<file path="src/rtl/serial_compare_feeder_msb_first.sv">
// serial_compare_feeder_msb_first
// Takes an operand pair over valid/ready and shifts both words out MSB first,
// one bit per clock, to a downstream serial magnitude comparator. Drives the
// comparator's synchronous clear and captures its lt/eq/gt verdict on the LSB
// into a one-deep result slot that has its own valid/ready handshake.
module serial_compare_feeder_msb_first #(
    parameter int WIDTH = 8
) (
    input  logic             clk,
    input  logic             rst_n,
    // operand pair handshake
    input  logic             in_valid,
    output logic             in_ready,
    input  logic [WIDTH-1:0] in_a,
    input  logic [WIDTH-1:0] in_b,
    // serial stream towards the comparator
    output logic             ser_a,
    output logic             ser_b,
    output logic             ser_valid,
    output logic             ser_first,
    output logic             ser_last,
    output logic             cmp_clr,
    // comparator verdict (combinational, includes the current bit)
    input  logic             cmp_lt,
    input  logic             cmp_eq,
    input  logic             cmp_gt,
    // result slot handshake
    output logic             res_valid,
    input  logic             res_ready,
    output logic             res_lt,
    output logic             res_eq,
    output logic             res_gt,
    output logic             res_err
);

    // A one-bit counter is kept even for WIDTH=1 so the ports of the counter
    // logic never collapse to zero width.
    localparam int CW = (WIDTH > 1) ? $clog2(WIDTH) : 1;
    localparam logic [CW-1:0] CNT_MAX = CW'(WIDTH - 1);
    localparam logic [CW-1:0] CNT_ONE = CW'(1);
    localparam logic          SINGLE_BIT = (WIDTH == 1);

    typedef enum logic {
        IDLE  = 1'b0,
        SHIFT = 1'b1
    } state_t;

    state_t           state_q, state_d;
    logic [WIDTH-1:0] sha_q, sha_d;
    logic [WIDTH-1:0] shb_q, shb_d;
    logic [CW-1:0]    cnt_q, cnt_d;
    logic             ser_valid_q, ser_valid_d;
    logic             ser_first_q, ser_first_d;
    logic             ser_last_q, ser_last_d;
    logic             cmp_clr_q, cmp_clr_d;
    logic             res_valid_q, res_valid_d;
    logic             res_lt_q, res_lt_d;
    logic             res_eq_q, res_eq_d;
    logic             res_gt_q, res_gt_d;
    logic             res_err_q, res_err_d;
    logic             accept;

    // True when exactly one of the three comparator flags is asserted.
    function automatic logic onehot3(input logic lt, input logic eq, input logic gt);
        return (lt & ~eq & ~gt) | (~lt & eq & ~gt) | (~lt & ~eq & gt);
    endfunction

    // A new pair may enter only from IDLE, and only if the result slot is
    // empty or is being popped in this same cycle (so capture never collides).
    assign in_ready = (state_q == IDLE) & (~res_valid_q | res_ready);
    assign accept   = in_valid & in_ready;

    // Next-state logic: operand load, MSB-first shifting and result capture.
    always_comb begin
        state_d     = state_q;
        sha_d       = sha_q;
        shb_d       = shb_q;
        cnt_d       = cnt_q;
        ser_valid_d = 1'b0;
        ser_first_d = 1'b0;
        ser_last_d  = 1'b0;
        res_valid_d = res_valid_q;
        res_lt_d    = res_lt_q;
        res_eq_d    = res_eq_q;
        res_gt_d    = res_gt_q;
        res_err_d   = res_err_q;

        // Consumer pop; a capture below in the same cycle takes precedence.
        if (res_valid_q && res_ready) begin
            res_valid_d = 1'b0;
        end

        case (state_q)
            IDLE: begin
                if (accept) begin
                    sha_d       = in_a;
                    shb_d       = in_b;
                    cnt_d       = CNT_MAX;
                    state_d     = SHIFT;
                    ser_valid_d = 1'b1;
                    ser_first_d = 1'b1;
                    ser_last_d  = SINGLE_BIT;
                end
            end
            SHIFT: begin
                // Shifting every SHIFT cycle, including the LSB one, leaves
                // the shift registers all-zero back in IDLE, so ser_a/ser_b
                // read 0 there without extra gating.
                sha_d = sha_q << 1;
                shb_d = shb_q << 1;
                if (ser_last_q) begin
                    state_d     = IDLE;
                    res_lt_d    = cmp_lt;
                    res_eq_d    = cmp_eq;
                    res_gt_d    = cmp_gt;
                    res_err_d   = ~onehot3(cmp_lt, cmp_eq, cmp_gt);
                    res_valid_d = 1'b1;
                end else begin
                    cnt_d       = cnt_q - CNT_ONE;
                    ser_valid_d = 1'b1;
                    ser_last_d  = (cnt_q == CNT_ONE);
                end
            end
            default: begin
                state_d = IDLE;
            end
        endcase

        // Clear the comparator whenever no word is in flight, and again on
        // the LSB cycle so its state is fresh once that bit has been judged.
        cmp_clr_d = (state_d == IDLE) | ser_last_d;
    end

    // State, datapath and registered outputs; async reset aborts any word.
    always_ff @(posedge clk or negedge rst_n) begin
        if (!rst_n) begin
            state_q     <= IDLE;
            sha_q       <= '0;
            shb_q       <= '0;
            cnt_q       <= '0;
            ser_valid_q <= 1'b0;
            ser_first_q <= 1'b0;
            ser_last_q  <= 1'b0;
            cmp_clr_q   <= 1'b1;
            res_valid_q <= 1'b0;
            res_lt_q    <= 1'b0;
            res_eq_q    <= 1'b0;
            res_gt_q    <= 1'b0;
            res_err_q   <= 1'b0;
        end else begin
            state_q     <= state_d;
            sha_q       <= sha_d;
            shb_q       <= shb_d;
            cnt_q       <= cnt_d;
            ser_valid_q <= ser_valid_d;
            ser_first_q <= ser_first_d;
            ser_last_q  <= ser_last_d;
            cmp_clr_q   <= cmp_clr_d;
            res_valid_q <= res_valid_d;
            res_lt_q    <= res_lt_d;
            res_eq_q    <= res_eq_d;
            res_gt_q    <= res_gt_d;
            res_err_q   <= res_err_d;
        end
    end

    assign ser_a     = sha_q[WIDTH-1];
    assign ser_b     = shb_q[WIDTH-1];
    assign ser_valid = ser_valid_q;
    assign ser_first = ser_first_q;
    assign ser_last  = ser_last_q;
    assign cmp_clr   = cmp_clr_q;
    assign res_valid = res_valid_q;
    assign res_lt    = res_lt_q;
    assign res_eq    = res_eq_q;
    assign res_gt    = res_gt_q;
    assign res_err   = res_err_q;

endmodule

</file>
<file path="config.mk">
export PLATFORM = sky130hd
export DESIGN_NAME = serial_compare_feeder_msb_first
export DESIGN_NICKNAME = d
export VERILOG_FILES = /design/src/rtl/serial_compare_feeder_msb_first.sv
export SDC_FILE = /design/constraint.sdc
export NUM_CORES = 1
export LEC_CHECK = 0
export ABC_AREA = 1
export CORE_MARGIN = 2
export CORE_UTILIZATION = 51
export DETAILED_ROUTE_END_ITERATION = 8
export PLACE_DENSITY = 0.91
export SYNTH_ARGS = -nofsm -noshare
export SYNTH_HDL_FRONTEND = slang
export SYNTH_SLANG_ARGS = --single-unit
</file>
<file path="constraint.sdc">
create_clock -name clk -period 1.87 [get_ports clk]
set_input_delay 0.4675 -clock clk [delete_from_list [all_inputs] [get_ports clk]]
set_output_delay 0.4675 -clock clk [all_outputs]
set_load 0.03 [all_outputs]
</file>
# After elaboration in Yosys (flattened, before gate mapping)

Cells that the tools add are included.
W data, S select, Z words.

Equal/unequal tests: 3
Mux-type cells: 16
Reductions and logical operators: 3
Add/sub/neg operators: 1
Bitwise gates (word level): 19

Operators by type and width:

| kind                  | count |
|---|---|
| $pmux W8 S2           | 2 |
| $mux W8               | 2 |
| $and A1 B1 Y1         | 8 |
| $mux W1               | 7 |
| $not A1 Y1            | 7 |
| $mux W3               | 2 |
| $pmux W3 S2           | 1 |
| $ne A2 B2 Y1 const B  | 2 |
| $or A1 B1 Y1          | 4 |
| $pmux W1 S2           | 2 |
| $reduce_and A2 Y1     | 2 |
| $eq A3 B1 Y1 const B  | 1 |
| $sub A3 B1 Y3 const B | 1 |
| $logic_and A1 B1 Y1   | 1 |

Output and inout port bits: 12
Register bits after elaboration: 28
Logic and storage cells: 54
Input bits: 23

# Logic depth before layout (Yosys ltp)

Gate-level depths: netlist of run 1.

Depth after elaboration: 8
Mapped depth: 7
Depth with buffers taken out: 7

# Least setup slack after synthesis of run 1

Ideal clock, no wire load.

Kind: register -> output
Start point: register ser_valid (netlist name)
End point: output in_ready
Arrival: 1.356 ns
Buffers on the path: 2
Required time: 1.402 ns
Stages on the path, launching flop included: 4
Slack: 0.047 ns
Path through: dfrtp_1 > buf_2 > buf_4 > a21oi_1

RTL lines:

| item      | RTL line | source |
|---|---|---|
| to (decl) | 13       | `output logic in_ready,` |

# Worst setup path after layout of run 1

Start point: register ser_first_q, in the netlist ser_first
End point: output ser_first

RTL lines:

| item                   | RTL line | source |
|---|---|---|
| from (decl)            | 53       | `logic ser_first_q, ser_first_d;` |
| from (signal assigned) | 156      | `ser_first_q <= ser_first_d;` |
| to (decl)              | 20       | `output logic ser_first,` |

No word-level cell between the ends.

==> results of run 1 <==
stage by stage:
stage | power (uW) | worst slack [ns]
final | 2711 | 0.06403
after global routing | 2968 | 0.01755
after CTS | 2745 | 0.004242
after detailed placement | 2502 | 0.1312
after global placement | 2445 | 0.1609
after floorplan | 2044 | 0.04681
power groups by stage:
stage / sequential, uW / combinational [uW] / clock, uW
detailed placement: 1030 / 1470 / 0
global placement: 1030 / 1420 / 0
global route: 1060 / 1620 / 289
finish: 1020 / 1430 / 253
floorplan: 1230 / 819 / 0
CTS: 1020 / 1460 / 266
worst min-delay path by stage:
stage,startpoint,end
6_report,rst_n,ser_last$_DFF_PN0_
5_1_grt,rst_n,cnt_q[2]$_DFFE_PN0P_
4_1_cts,rst_n,res_err$_DFFE_PN0P_
3_5_place_dp,res_err$_DFFE_PN0P_,res_err$_DFFE_PN0P_
3_3_place_gp,res_gt$_DFFE_PN0P_,res_gt$_DFFE_PN0P_
2_1_floorplan,rst_n,cnt_q[0]$_DFFE_PN0P_
flip-flops by register name, summed over array words and instances, names as in the netlist:
name       count
cmp_clr        1
cnt_q          3
res_eq         1
res_err        1
res_gt         1
res_lt         1
res_valid      1
ser_first      1
ser_last       1
ser_valid      1
sha_q          8
shb_q          8
cells in the final DEF (no fill, tap or decap), drive strengths merged:
master,n
nand2,97
dfstp,1
inv,11
clkbuf,4
clkdlybuf4s50,23
dlymetal6s2s,7
nor2,1
dfrtp,27
buf,8
ha,2
o21ai,4
nand3,24
a21oi,1
or2,1
dlygate4sd2,2
area by class of cell:
cell class,instances,area [um2],area share
Clock buffer,4,26.28,0.01491
Sequential cell,28,701.9,0.3984
Inverter,11,41.29,0.02344
Timing Repair Buffer,40,395.4,0.2244
Multi-Input combinational cell,130,559.3,0.3175
Tap cell,30,37.54,0.02131
logic make-up (layout without fill, tap and decap cells):
family | count (synthesis) | in the layout | synth area share
DFF | 28 | 28 | 0.5199
AOI/OAI and AO/OA | 5 | 5 | 0.01853
and+or+nand+nor | 123 | 123 | 0.3772
adders and majority gates | 2 | 2 | 0.01853
buffers and inverters | 20 | 55 | 0.06579
repair_timing:
| action | CTS | global route |
|---|---|---|
| setup endpoints to repair | 2 | 7 |
| gates cloned | 0 | 0 |
| hold buffers | 0 | 0 |
| hold endpoints to repair | 0 | 0 |
| resized for setup | 2 | 7 |
routing by layer:
layer,vias to the layer above,global-route usage
met3,5,0.04215
met5,-,0
met2,30,0.3316
li1,619,-
met4,0,0.05923
met1,535,0.2332
==> impl_metrics.tcl, run 1 <==
set metrics [dict create \
    p_int_uw 1505 \
    highest_layer "met4" \
    worst_path_largest_cell_delay_ns 0.66 \
    maximum_number_of_pins_on_one_net_before_global_route_repair 29 \
    syn_area_per_cell_um2 7.585 \
    cts_setup_buffers 0 \
    min-delay-path-class "input port to asynchronous set/reset pin" \
    place_inst 239 \
    synth_sequential_area_ratio 0.5199 \
    grt_antenna_before_repair 0 \
    setup_crit_end_kind "primary output" \
    timing.rr.end "sha_q[5]$_DFFE_PN0P_" \
    diodes 0 \
    critical_path.startpoint "ser_first$_DFF_PN0_" \
    tightestPinTransition_ns 0.3428 \
    placer_congestion_estimate 0.7962 \
    part_of_the_total_power_dissipated_in_sequential_elements 0.377 \
    async_flop_share 1.000 \
    cts-htree-levels 1 \
    totalNegativeSetupSlack_ns 0 \
    floorplan.die_area_mm2 0.003075 \
    drt_wl_total_um 2642 \
    clk_pin_slew_ns 0.14 \
    clock-sinks 28 \
    power_frac_comb 0.529 \
    overflow_left_after_global_routing 0 \
    path_cells "clkdlybuf4s50_1" \
    gate_count_after_technology_mapping 178 \
    critical_path_cell_count 1 \
    placed_cell_area_mm2 0.001720 \
    critPathMaxFanout 1 \
    synth_nets 203 \
    wl_met1_um 1177 \
    number_of_buffers_inserted_during_clock_tree_synthesis 3 \
    critPathTopFamily "buffers and inverters" \
    instances_no_fill 243 \
    finish.net_count 239 \
    detailroute.wirelength.met3_um 127 \
    drive_above_1_share 0.07981 \
    clkPwrFrac 0.093 \
    yosys_warnings 0 \
    areaGrowthSynthToFinish_pct 30.49 \
    timing.final.setup_violations 0 \
    critPathRequiredTime_ns 1.40 \
    fillCellCount 194 \
    ioPinCount 35 \
    power.density_cell_area_mw_per_mm2 1539 \
    timing.hold.ws_ns 0.4927 \
    floorplan.rows 18 \
    detail_route.drc_violations 0 \
    run_status "completed" \
    post_synth_main_area_contributors "sky130_fd_sc_hd__dfrtp_1 50%, sky130_fd_sc_hd__nand2_1 26%, sky130_fd_sc_hd__nand3_1 8.5%" \
    syn_area_mm2 0.001350 \
    synth_largest_area_cell "sky130_fd_sc_hd__dfrtp_1" \
    wire_per_inst_um 10.87 \
    finish.utilization 0.7047 \
    reg2reg_from "ser_valid$_DFF_PN0_" \
    switchingPower_uw 1206 \
    max-clock-path-buffers 2 \
    ctsRootBufferMaster "sky130_fd_sc_hd__clkbuf_4" \
    timing_worst_setup_path_type "register to primary output" \
    initial_core_util 0.5400 \
    critPathArrivalTime_ns 1.34 \
    route.met2.wl_um 1309 \
    dp_hpwl_um 1839 \
    most_frequently_used_flop_master_after_synthesis "sky130_fd_sc_hd__dfrtp_1" \
    cap_viol_max_count 0 \
    postLayoutCellArea_mm2 0.001762 \
    timing.max_slew.rel_slack 0.7715 \
    clk_latency_ns 0.32 \
    power_switching_share 0.4447 \
    floorplan.core_area_mm2 0.002500 \
    reg2reg_setup_slack_ns 0.49 \
    yosys_register_bits 28 \
    synth-edff-count 0 \
    start_kind "register" \
    worst_clock_skew_ns 0.0007498 \
    antenna_left 0 \
    detailedRoute.firstPassIterationCount 4 \
    top_cells_by_count_synth "95 x sky130_fd_sc_hd__nand2_1, 27 x sky130_fd_sc_hd__dfrtp_1, 23 x sky130_fd_sc_hd__nand3_1" \
    number_of_global_route_vias_before_repair 1140 \
    dr_total_vias 1189 \
    setup.worst_path.end "ser_first" \
    drtIter0Drc 27 \
    worst_vdd_drop_v 0.001096 \
    grt_first_pass_wirelength_um 4747 \
    min_period_ns 1.806 \
    maxSlewViolCount 0 \
    library_cell_with_the_highest_instance_count_after_synthesis "sky130_fd_sc_hd__nand2_1" \
    floorplan.die.width_um 55.45 \
    synth_top_area_frac 0.5005 \
    post_drt_via_cell_ratio 4.893 \
    count_of_input_and_output_buffers 34 \
    die_h_um 55.45 \
    leakage_uw 0.001046 \
    netlist-cell-type-count 19 \
    timing.final.hold_violations 0 \
    fmaxAchievable_mhz 553.7 \
    critPathSlowestCell "sky130_fd_sc_hd__clkdlybuf4s50_1" \
    cp_num_buf_inv 1 \
    grt.total_usage 0.1902 \
    share_of_the_clock_period_used_by_the_worst_path_after_layout 0.9658 \
    tritoncts "done" \
    reg2regPathDepth 5 \
    rsz0062_at_grt "no" \
]
(Power assumes the default switching activity.)
==> inputs of run 2 (changes only) <==
GPL_ROUTABILITY_DRIVEN = 0   (was default)
==> results of run 2 <==
Same layout as run 1: the final DEF is identical, and so are final timing and power.
